<file path="src/rtl/maroc_sc_pkg.sv">
// Shared types and constants for the MAROC slow-control serializer.
// State encoding is fixed so state_out reads the same with or without readback.
package maroc_sc_pkg;

  typedef enum logic [2:0] {
    ST_IDLE   = 3'd0,
    ST_RESET  = 3'd1,
    ST_SHIFT  = 3'd2,
    ST_VERIFY = 3'd3,
    ST_DONE   = 3'd4
  } sc_state_e;

  localparam int MAROC3_FRAME_W = 829;

  // MAROC3 frame field offsets, bit 0 shifted first
  localparam int DAC2_LSB    = 3;
  localparam int DAC2_MSB    = 12;
  localparam int DAC1_LSB    = 13;
  localparam int DAC1_MSB    = 22;
  localparam int MASK_OR_LSB = 27;
  localparam int MASK_OR_MSB = 154;
  localparam int GAIN_LSB    = 189;
  localparam int GAIN_MSB    = 764;
  localparam int CTEST_LSB   = 765;
  localparam int CTEST_MSB   = 828;

  function automatic logic is_shift_state(sc_state_e s);
    return (s == ST_SHIFT) || (s == ST_VERIFY);
  endfunction

endpackage

</file>
<file path="src/rtl/maroc_sc_serializer_if.sv">
// Register-bank / ASIC-pin side bundle of the slow-control serializer.
// The serializer takes the slave view; whoever drives start/frame takes master.
interface maroc_sc_serializer_if #(
  parameter int FRAME_W = 829
);
  logic               start_in;
  logic [FRAME_W-1:0] frame_in;
  logic               Q_SC_in;
  logic               D_SC_out;
  logic               RSTn_SC_out;
  logic               CK_SC_out;
  logic               busy_out;
  logic               done_out;
  logic               mismatch_out;
  logic [2:0]         state_out;

  modport master (
    output start_in, frame_in, Q_SC_in,
    input  D_SC_out, RSTn_SC_out, CK_SC_out, busy_out, done_out, mismatch_out, state_out
  );

  modport slave (
    input  start_in, frame_in, Q_SC_in,
    output D_SC_out, RSTn_SC_out, CK_SC_out, busy_out, done_out, mismatch_out, state_out
  );
endinterface

</file>
<file path="src/rtl/maroc_sc_serializer_sc_clk_phase.sv">
// CK_SC phase generator: CK_DIV cycles low, CK_DIV cycles high, per bit.
// Held at phase 0 / count 0 while disabled so every pass starts on a low phase.
module sc_clk_phase #(
  parameter int CK_DIV = 1
) (
  input  logic clk_in,
  input  logic reset_n_in,
  input  logic en_i,
  output logic ck_level_o,
  output logic rise_tick_o,
  output logic end_of_bit_tick_o
);
  localparam int DW = $clog2(CK_DIV + 1);

  logic [DW-1:0] div_q;
  logic          ph_q;
  logic          last_cyc;

  assign last_cyc = (div_q == DW'(CK_DIV - 1));

  always_ff @(posedge clk_in or negedge reset_n_in) begin
    if (!reset_n_in) begin
      div_q <= '0;
      ph_q  <= 1'b0;
    end else if (!en_i) begin
      div_q <= '0;
      ph_q  <= 1'b0;
    end else if (last_cyc) begin
      div_q <= '0;
      ph_q  <= ~ph_q;
    end else begin
      div_q <= div_q + DW'(1);
    end
  end

  assign ck_level_o        = ph_q;
  // rise_tick marks the last low-phase cycle, i.e. the edge on which CK_SC rises
  assign rise_tick_o       = en_i & ~ph_q & last_cyc;
  assign end_of_bit_tick_o = en_i &  ph_q & last_cyc;
endmodule

</file>
<file path="src/rtl/maroc_sc_serializer.sv">
// MAROC slow-control frame serializer: RSTn_SC pulse, then D_SC/CK_SC shift-out.
// Build with SC_READBACK_EN defined to add a VERIFY pass comparing Q_SC_in.
module maroc_sc_serializer
  import maroc_sc_pkg::*;
#(
  parameter int FRAME_W    = MAROC3_FRAME_W,
  parameter int CK_DIV     = 1,
  parameter int RST_CYCLES = 4
) (
  input  logic                   clk_in,
  input  logic                   reset_n_in,
  maroc_sc_serializer_if.slave   sc
);
  localparam int BW = $clog2(FRAME_W);
  localparam int RW = $clog2(RST_CYCLES + 1);
`ifdef SC_READBACK_EN
  localparam bit READBACK = 1'b1;
`else
  localparam bit READBACK = 1'b0;
`endif

  sc_state_e          state_q;
  logic [FRAME_W-1:0] shadow_q;
  logic [BW-1:0]      bit_q;
  logic [RW-1:0]      rcnt_q;
  logic               d_q, rstn_q, done_q, mis_q;
  logic               ck_level, rise_tick, eob_tick;
  logic               last_bit;

  assign last_bit = (bit_q == BW'(FRAME_W - 1));

  sc_clk_phase #(.CK_DIV(CK_DIV)) u_phase (
    .clk_in            (clk_in),
    .reset_n_in        (reset_n_in),
    .en_i              (is_shift_state(state_q)),
    .ck_level_o        (ck_level),
    .rise_tick_o       (rise_tick),
    .end_of_bit_tick_o (eob_tick)
  );

  always_ff @(posedge clk_in or negedge reset_n_in) begin
    if (!reset_n_in) begin
      state_q  <= ST_IDLE;
      shadow_q <= '0;
      bit_q    <= '0;
      rcnt_q   <= '0;
      d_q      <= 1'b0;
      rstn_q   <= 1'b1;
      done_q   <= 1'b0;
      mis_q    <= 1'b0;
    end else begin
      done_q <= 1'b0;
      unique case (state_q)
        ST_IDLE: if (sc.start_in) begin
          shadow_q <= sc.frame_in;
          mis_q    <= 1'b0;
          rcnt_q   <= '0;
          rstn_q   <= 1'b0;
          state_q  <= ST_RESET;
        end
        ST_RESET: if (rcnt_q == RW'(RST_CYCLES - 1)) begin
          rstn_q  <= 1'b1;
          d_q     <= shadow_q[0];
          bit_q   <= '0;
          state_q <= ST_SHIFT;
        end else begin
          rcnt_q <= rcnt_q + RW'(1);
        end
        ST_SHIFT, ST_VERIFY: begin
`ifdef SC_READBACK_EN
          if (state_q == ST_VERIFY && rise_tick && (sc.Q_SC_in != shadow_q[bit_q]))
            mis_q <= 1'b1;
`endif
          // D_SC moves with the CK_SC falling edge, giving CK_DIV setup and hold
          if (eob_tick) begin
            if (!last_bit) begin
              bit_q <= bit_q + BW'(1);
              d_q   <= shadow_q[bit_q + BW'(1)];
            end else begin
              bit_q <= '0;
              if (READBACK && state_q == ST_SHIFT) begin
                d_q     <= shadow_q[0];
                state_q <= ST_VERIFY;
              end else begin
                d_q     <= 1'b0;
                done_q  <= 1'b1;
                state_q <= ST_DONE;
              end
            end
          end
        end
        ST_DONE: state_q <= ST_IDLE;
        default: state_q <= ST_IDLE;
      endcase
    end
  end

`ifndef SC_READBACK_EN
  logic unused_q_sc;
  assign unused_q_sc = sc.Q_SC_in ^ rise_tick;
`endif

  assign sc.D_SC_out     = d_q;
  assign sc.RSTn_SC_out  = rstn_q;
  assign sc.CK_SC_out    = ck_level;
  assign sc.busy_out     = (state_q != ST_IDLE);
  assign sc.done_out     = done_q;
  assign sc.mismatch_out = mis_q;
  assign sc.state_out    = state_q;
endmodule
</file>
<file path="src/flat_wrapper.sv">
// flat-port wrapper written by rule: the top's interface ports become plain ports
module maroc_sc_serializer_flat import maroc_sc_pkg::*;
#(
  parameter int FRAME_W    = MAROC3_FRAME_W,
  parameter int CK_DIV     = 1,
  parameter int RST_CYCLES = 4
)
  (clk_in, reset_n_in, sc_start_in, sc_frame_in, sc_Q_SC_in, sc_D_SC_out, sc_RSTn_SC_out, sc_CK_SC_out, sc_busy_out, sc_done_out, sc_mismatch_out, sc_state_out);
  maroc_sc_serializer_if #(.FRAME_W(FRAME_W)) sc_i ();
  input  logic clk_in;
  input  logic reset_n_in;
  input wire logic [$bits(sc_i.start_in)-1:0] sc_start_in;
  input wire logic [$bits(sc_i.frame_in)-1:0] sc_frame_in;
  input wire logic [$bits(sc_i.Q_SC_in)-1:0] sc_Q_SC_in;
  output wire logic [$bits(sc_i.D_SC_out)-1:0] sc_D_SC_out;
  output wire logic [$bits(sc_i.RSTn_SC_out)-1:0] sc_RSTn_SC_out;
  output wire logic [$bits(sc_i.CK_SC_out)-1:0] sc_CK_SC_out;
  output wire logic [$bits(sc_i.busy_out)-1:0] sc_busy_out;
  output wire logic [$bits(sc_i.done_out)-1:0] sc_done_out;
  output wire logic [$bits(sc_i.mismatch_out)-1:0] sc_mismatch_out;
  output wire logic [$bits(sc_i.state_out)-1:0] sc_state_out;
  assign sc_i.start_in = sc_start_in;
  assign sc_i.frame_in = sc_frame_in;
  assign sc_i.Q_SC_in = sc_Q_SC_in;
  assign sc_D_SC_out = sc_i.D_SC_out;
  assign sc_RSTn_SC_out = sc_i.RSTn_SC_out;
  assign sc_CK_SC_out = sc_i.CK_SC_out;
  assign sc_busy_out = sc_i.busy_out;
  assign sc_done_out = sc_i.done_out;
  assign sc_mismatch_out = sc_i.mismatch_out;
  assign sc_state_out = sc_i.state_out;
  maroc_sc_serializer #(.FRAME_W(FRAME_W), .CK_DIV(CK_DIV), .RST_CYCLES(RST_CYCLES)) u_core (.clk_in(clk_in), .reset_n_in(reset_n_in), .sc(sc_i));
endmodule
</file>
<file path="config.mk">
export PLATFORM = sky130hd
export DESIGN_NAME = maroc_sc_serializer_flat
export DESIGN_NICKNAME = d
export VERILOG_FILES = /design/src/rtl/maroc_sc_pkg.sv /design/src/rtl/maroc_sc_serializer_if.sv /design/src/rtl/maroc_sc_serializer_sc_clk_phase.sv /design/src/rtl/maroc_sc_serializer.sv /design/src/flat_wrapper.sv
export SDC_FILE = /design/constraint.sdc
export NUM_CORES = 2
export LEC_CHECK = 0
export BUFFER_PORTS_ARGS = -buffer_cell sky130_fd_sc_hd__clkbuf_2
export CAP_MARGIN = 10
export CORE_AREA = 5 5 329 331
export CTS_CLUSTER_SIZE = 30
export DETAILED_ROUTE_END_ITERATION = 8
export DIE_AREA = 0 0 334 336
export GPL_TIMING_DRIVEN = 0
export MAX_ROUTING_LAYER = met4
export PLACE_DENSITY = 0.68
export REMOVE_ABC_BUFFERS = 1
export SLEW_MARGIN = 20
export SYNTH_ARGS = -nofsm -noshare
export SYNTH_HDL_FRONTEND = slang
export SYNTH_SLANG_ARGS = --single-unit
</file>
<file path="constraint.sdc">
create_clock -name clk_in -period 3.3 [get_ports clk_in]
set_input_delay 0.66 -clock clk_in [delete_from_list [all_inputs] [get_ports clk_in]]
set_output_delay 0.66 -clock clk_in [all_outputs]
set_load 0.02 [all_outputs]
</file>
==> results.yml <==
pwr:
  leakage_nw: 22.2
  finalPower_w: 0.0512
  p_per_area_mw_per_mm2: 1020
  ir_worst_vdd_mv: 0.605
cts:
  insertion_delay_ns: 0.69
  cts_buffer_depth: 3
  numCtsBuffers: 95
  cts_tree: "done"
  htree_levels: 3
  clock-root-buffer: "clkbuf_16"
  cts.sinks: 849
  clk_pin_slew_worst_paths_ns: 0.07
run:
  drv_cap: 0
route:
  drt-pass1-iter-count: 5
  drt-initial-drc-count: 1428
  drc: 0
  finalWirelength_um: 126000
  ant_nets: 0
  route.vias.total: 25900
  route.detailed.wl_per_inst_um: 25.5
  viasPerCell: 5.23
synth:
  synth_cell_types: 66
  synthFlopType: "dfrtp_1"
  synth_warnings: 0
  syn_avg_cell_area_um2: 15.0
  synth_edf_count: 0
  ys_ff_latch: 849
  async_flop_share_pct: 100
  post_synth_inst_count: 2578
  ys_seq_area_share_pct: 54.8
  synth_area_mm2: 0.0388
die:
  initial_core_util_pct: 37.0
  num_io_pins: 842
  die_w_um: 334
  die_area_mm2: 0.112
  die_h_um: 336
  rows: 119
  core_mm2: 0.105
placement:
  dpl_worst_slack_ns: -2.47
  placed_cell_area_mm2: 0.0455
  io_buffers: 839
  dp_hpwl_um: 92300
  gp_congestion: 0.810
setup_path:
  rrSetupSlack_ns: -0.26
  worst-endpoint-arrival_ns: 4.11
  rr_worst_depth: 15
  r2r_start: "u_core.bit_q[0]$_DFFE_PN0P_"
  critical_path.reg2reg.endpoint: "u_core.sc.D_SC_out$_DFFE_PN0P_"
  critPathCaptureType: "register"
  cp_max_fo: 14
  worstPathRequired_ns: 3.85
  critPathKind: "reg -> reg"
  critPathLaunchType: "register"
worst_hold_path:
  min_to: "u_core.shadow_q[179]$_DFFE_PN0P_"
  min_from: "sc_frame_in[179]"
  hp-class: "in -> reg"
  min_path_cells: 2
global_routing:
  grt_pass1_vias: 28000
  antenna_found_initial: 40
  grt_pass1_wl_um: 184000
  grt_max_degree: 90
  gr-total-overflow: 0
  track_usage_pct: 22.8
sta:
  final.period_utilization_pct: 108
  min_period_ns: 3.56
  rsz0062_at_grt: "yes"
  fmax_mhz: 281
  timing.slew.headroom_pct: 47.9
  skew_ns: 0.0405
  slew_viol_final: 0
  max_slew.worst_pin.slew_ns: 0.782
  hold_viol_final: 0
  setup_viol: 1
  setup_ws_ns: -0.260
cells_and_area:
  nNetsFinal: 4291
  stdcell_area_mm2: 0.0499
  drive_gt1_share_pct: 62.0
  syn2layout_area_growth_pct: 28.8
outcome:
  run_status: "finished, violations left"
  failed_checks: "setup timing"
-- flip-flops by register name (all words and copies together) (netlist names) --
register and count:
u_core.shadow_q 829, u_core.bit_q 10, u_core.rcnt_q 3, u_core.sc.state_out 3, u_core.sc.D_SC_out 1, u_core.sc.RSTn_SC_out 1
u_core.sc.done_out 1, u_core.u_phase.ck_level_o 1
-- cells in the mapped netlist, types with 8 or more instances --
cell      count  share of area [%]
clkbuf_1    116                1.1
buf_1         9              0.087
a32oi_1      13               0.29
buf_6         8               0.23
a21oi_1      21               0.27
o21ai_0      21               0.27
nor3_1        8               0.10
mux4_2      176                 10
buf_2        32               0.41
a31oi_1      25               0.40
dfrtp_1     848                 55
nand4_1      15               0.24
inv_1         8              0.077
nor2_1       34               0.33
nand2_1     167                1.6
nand3_1      61               0.79
mux2_2      831                 24
mux2i_1      38               0.98
o31ai_1       8               0.15
mux4_1       13               0.88
buf_4        19               0.37
-- cells by family (layout without fill, tap and decap cells) --
family | after synthesis | count (layout) | share of synthesized area [%]
buf+inv | 194 | 1141 | 2.35
simple gates | 318 | 320 | 3.67
xor+xnor | 9 | 9 | 0.203
compound gates | 145 | 145 | 2.61
fa+ha+maj | 4 | 4 | 0.129
flops | 849 | 849 | 54.8
mux | 1058 | 1058 | 36.2
other cells | 1 | 38 | 0.00967
-- metal layers --
layer / vias up / part of all wire, % / GRT usage, %
met3: 199 / 6.6 / 5.77
li1: 11400 / - / -
met4: 0 / 3.2 / 7.17
met1: 13500 / 40 / 27.8
met2: 827 / 50 / 37.4
met5: - / 0 / -
-- cell type report --
cell class / instances / area (um2)
Sequential cell: 849 / 21300
Inverter: 9 / 53.8
Antenna cell: 37 / 92.6
Fill cell: 9208 / 54900
Clock inverter: 36 / 488
Tap cell: 1391 / 1740
Clock buffer: 134 / 2740
Multi-Input combinational cell: 1537 / 17100
Timing Repair Buffer: 962 / 6420
-- cell usage in the layout, fill, tap and decap left out, drive strengths merged, types with 6 or more instances in the layout --
master and n:
clkbuf 973, bufinv 7, mux2i 38, o21ai 21, buf 115, o31ai 8, a32oi 13, mux4 189
nor2 35, a31oi 25, nand2 167, nand3 61, nor3 8, bufbuf 7, mux2 831, a22oi 7
a21oi 21, clkinv 19, diode 37, dfrtp 848, inv 15, nand4 15, o211ai 6
-- through the flow --
stage	hold slack [ns]	util [%]	setup TNS, ns	std cells
3_3_place_gp	0.481	41.8	-	4623
3_5_place_dp	0.486	43.4	-33.17	4696
5_1_grt	0.144	47.6	-0.332	4953
4_1_cts	0.134	47.5	-0.271	4918
2_1_floorplan	0.364	-	-7241.32	2393
6_report	0.190	47.6	-0.260	4955
-- critical path, stage by stage, from the launching register on --
cell and delay (ns):
dfrtp_4 0.49, buf_16 0.12, clkinvlp_4 0.09, ha_4 0.33, buf_16 0.13, buf_16 0.13, buf_16 0.18, mux4_1 0.29
nand2_1 0.08, a21oi_1 0.08, a31oi_1 0.20, a32oi_2 0.18, o211a_1 0.31, or3_4 0.39, o31ai_4 0.27, o211ai_1 0.13
-- worst max path at each step --
| stage | start | end | slack [ns] | cells past startpoint |
|---|---|---|---|---|
| 6_report | u_core.bit_q[0]$_DFFE_PN0P_ | u_core.sc.D_SC_out$_DFFE_PN0P_ | -0.26 | 15 |
| 5_1_grt | u_core.bit_q[0]$_DFFE_PN0P_ | u_core.sc.D_SC_out$_DFFE_PN0P_ | -0.33 | 15 |
| 4_1_cts | u_core.bit_q[0]$_DFFE_PN0P_ | u_core.sc.D_SC_out$_DFFE_PN0P_ | -0.27 | 13 |
| 3_5_place_dp | u_core.bit_q[0]$_DFFE_PN0P_ | u_core.sc.D_SC_out$_DFFE_PN0P_ | -2.47 | 13 |
| 3_3_place_gp | u_core.bit_q[0]$_DFFE_PN0P_ | u_core.sc.D_SC_out$_DFFE_PN0P_ | -28.48 | 7 |
| 2_1_floorplan | u_core.bit_q[0]$_DFFE_PN0P_ | u_core.sc.D_SC_out$_DFFE_PN0P_ | -13.82 | 10 |
-- timing repair --
action | 4_1_cts | 5_1_grt
endpoints found under the hold margin | 51 | 0
pin swaps | 21 | 11
cloned | 10 | 0
gates resized for setup | 78 | 10
hold buffers | 1 | 0
setup endpoints to repair | 118 | 75
buffers inserted | 41 | 0
-- where the power goes --
group / switching, W / total, W / internal [W]
sequential: 0.00283 / 0.0186 / 0.0157
combinational: 0.00929 / 0.0217 / 0.0124
clock: 0.00451 / 0.0109 / 0.00639
Note: power is estimated with default switching activity, not from simulation.
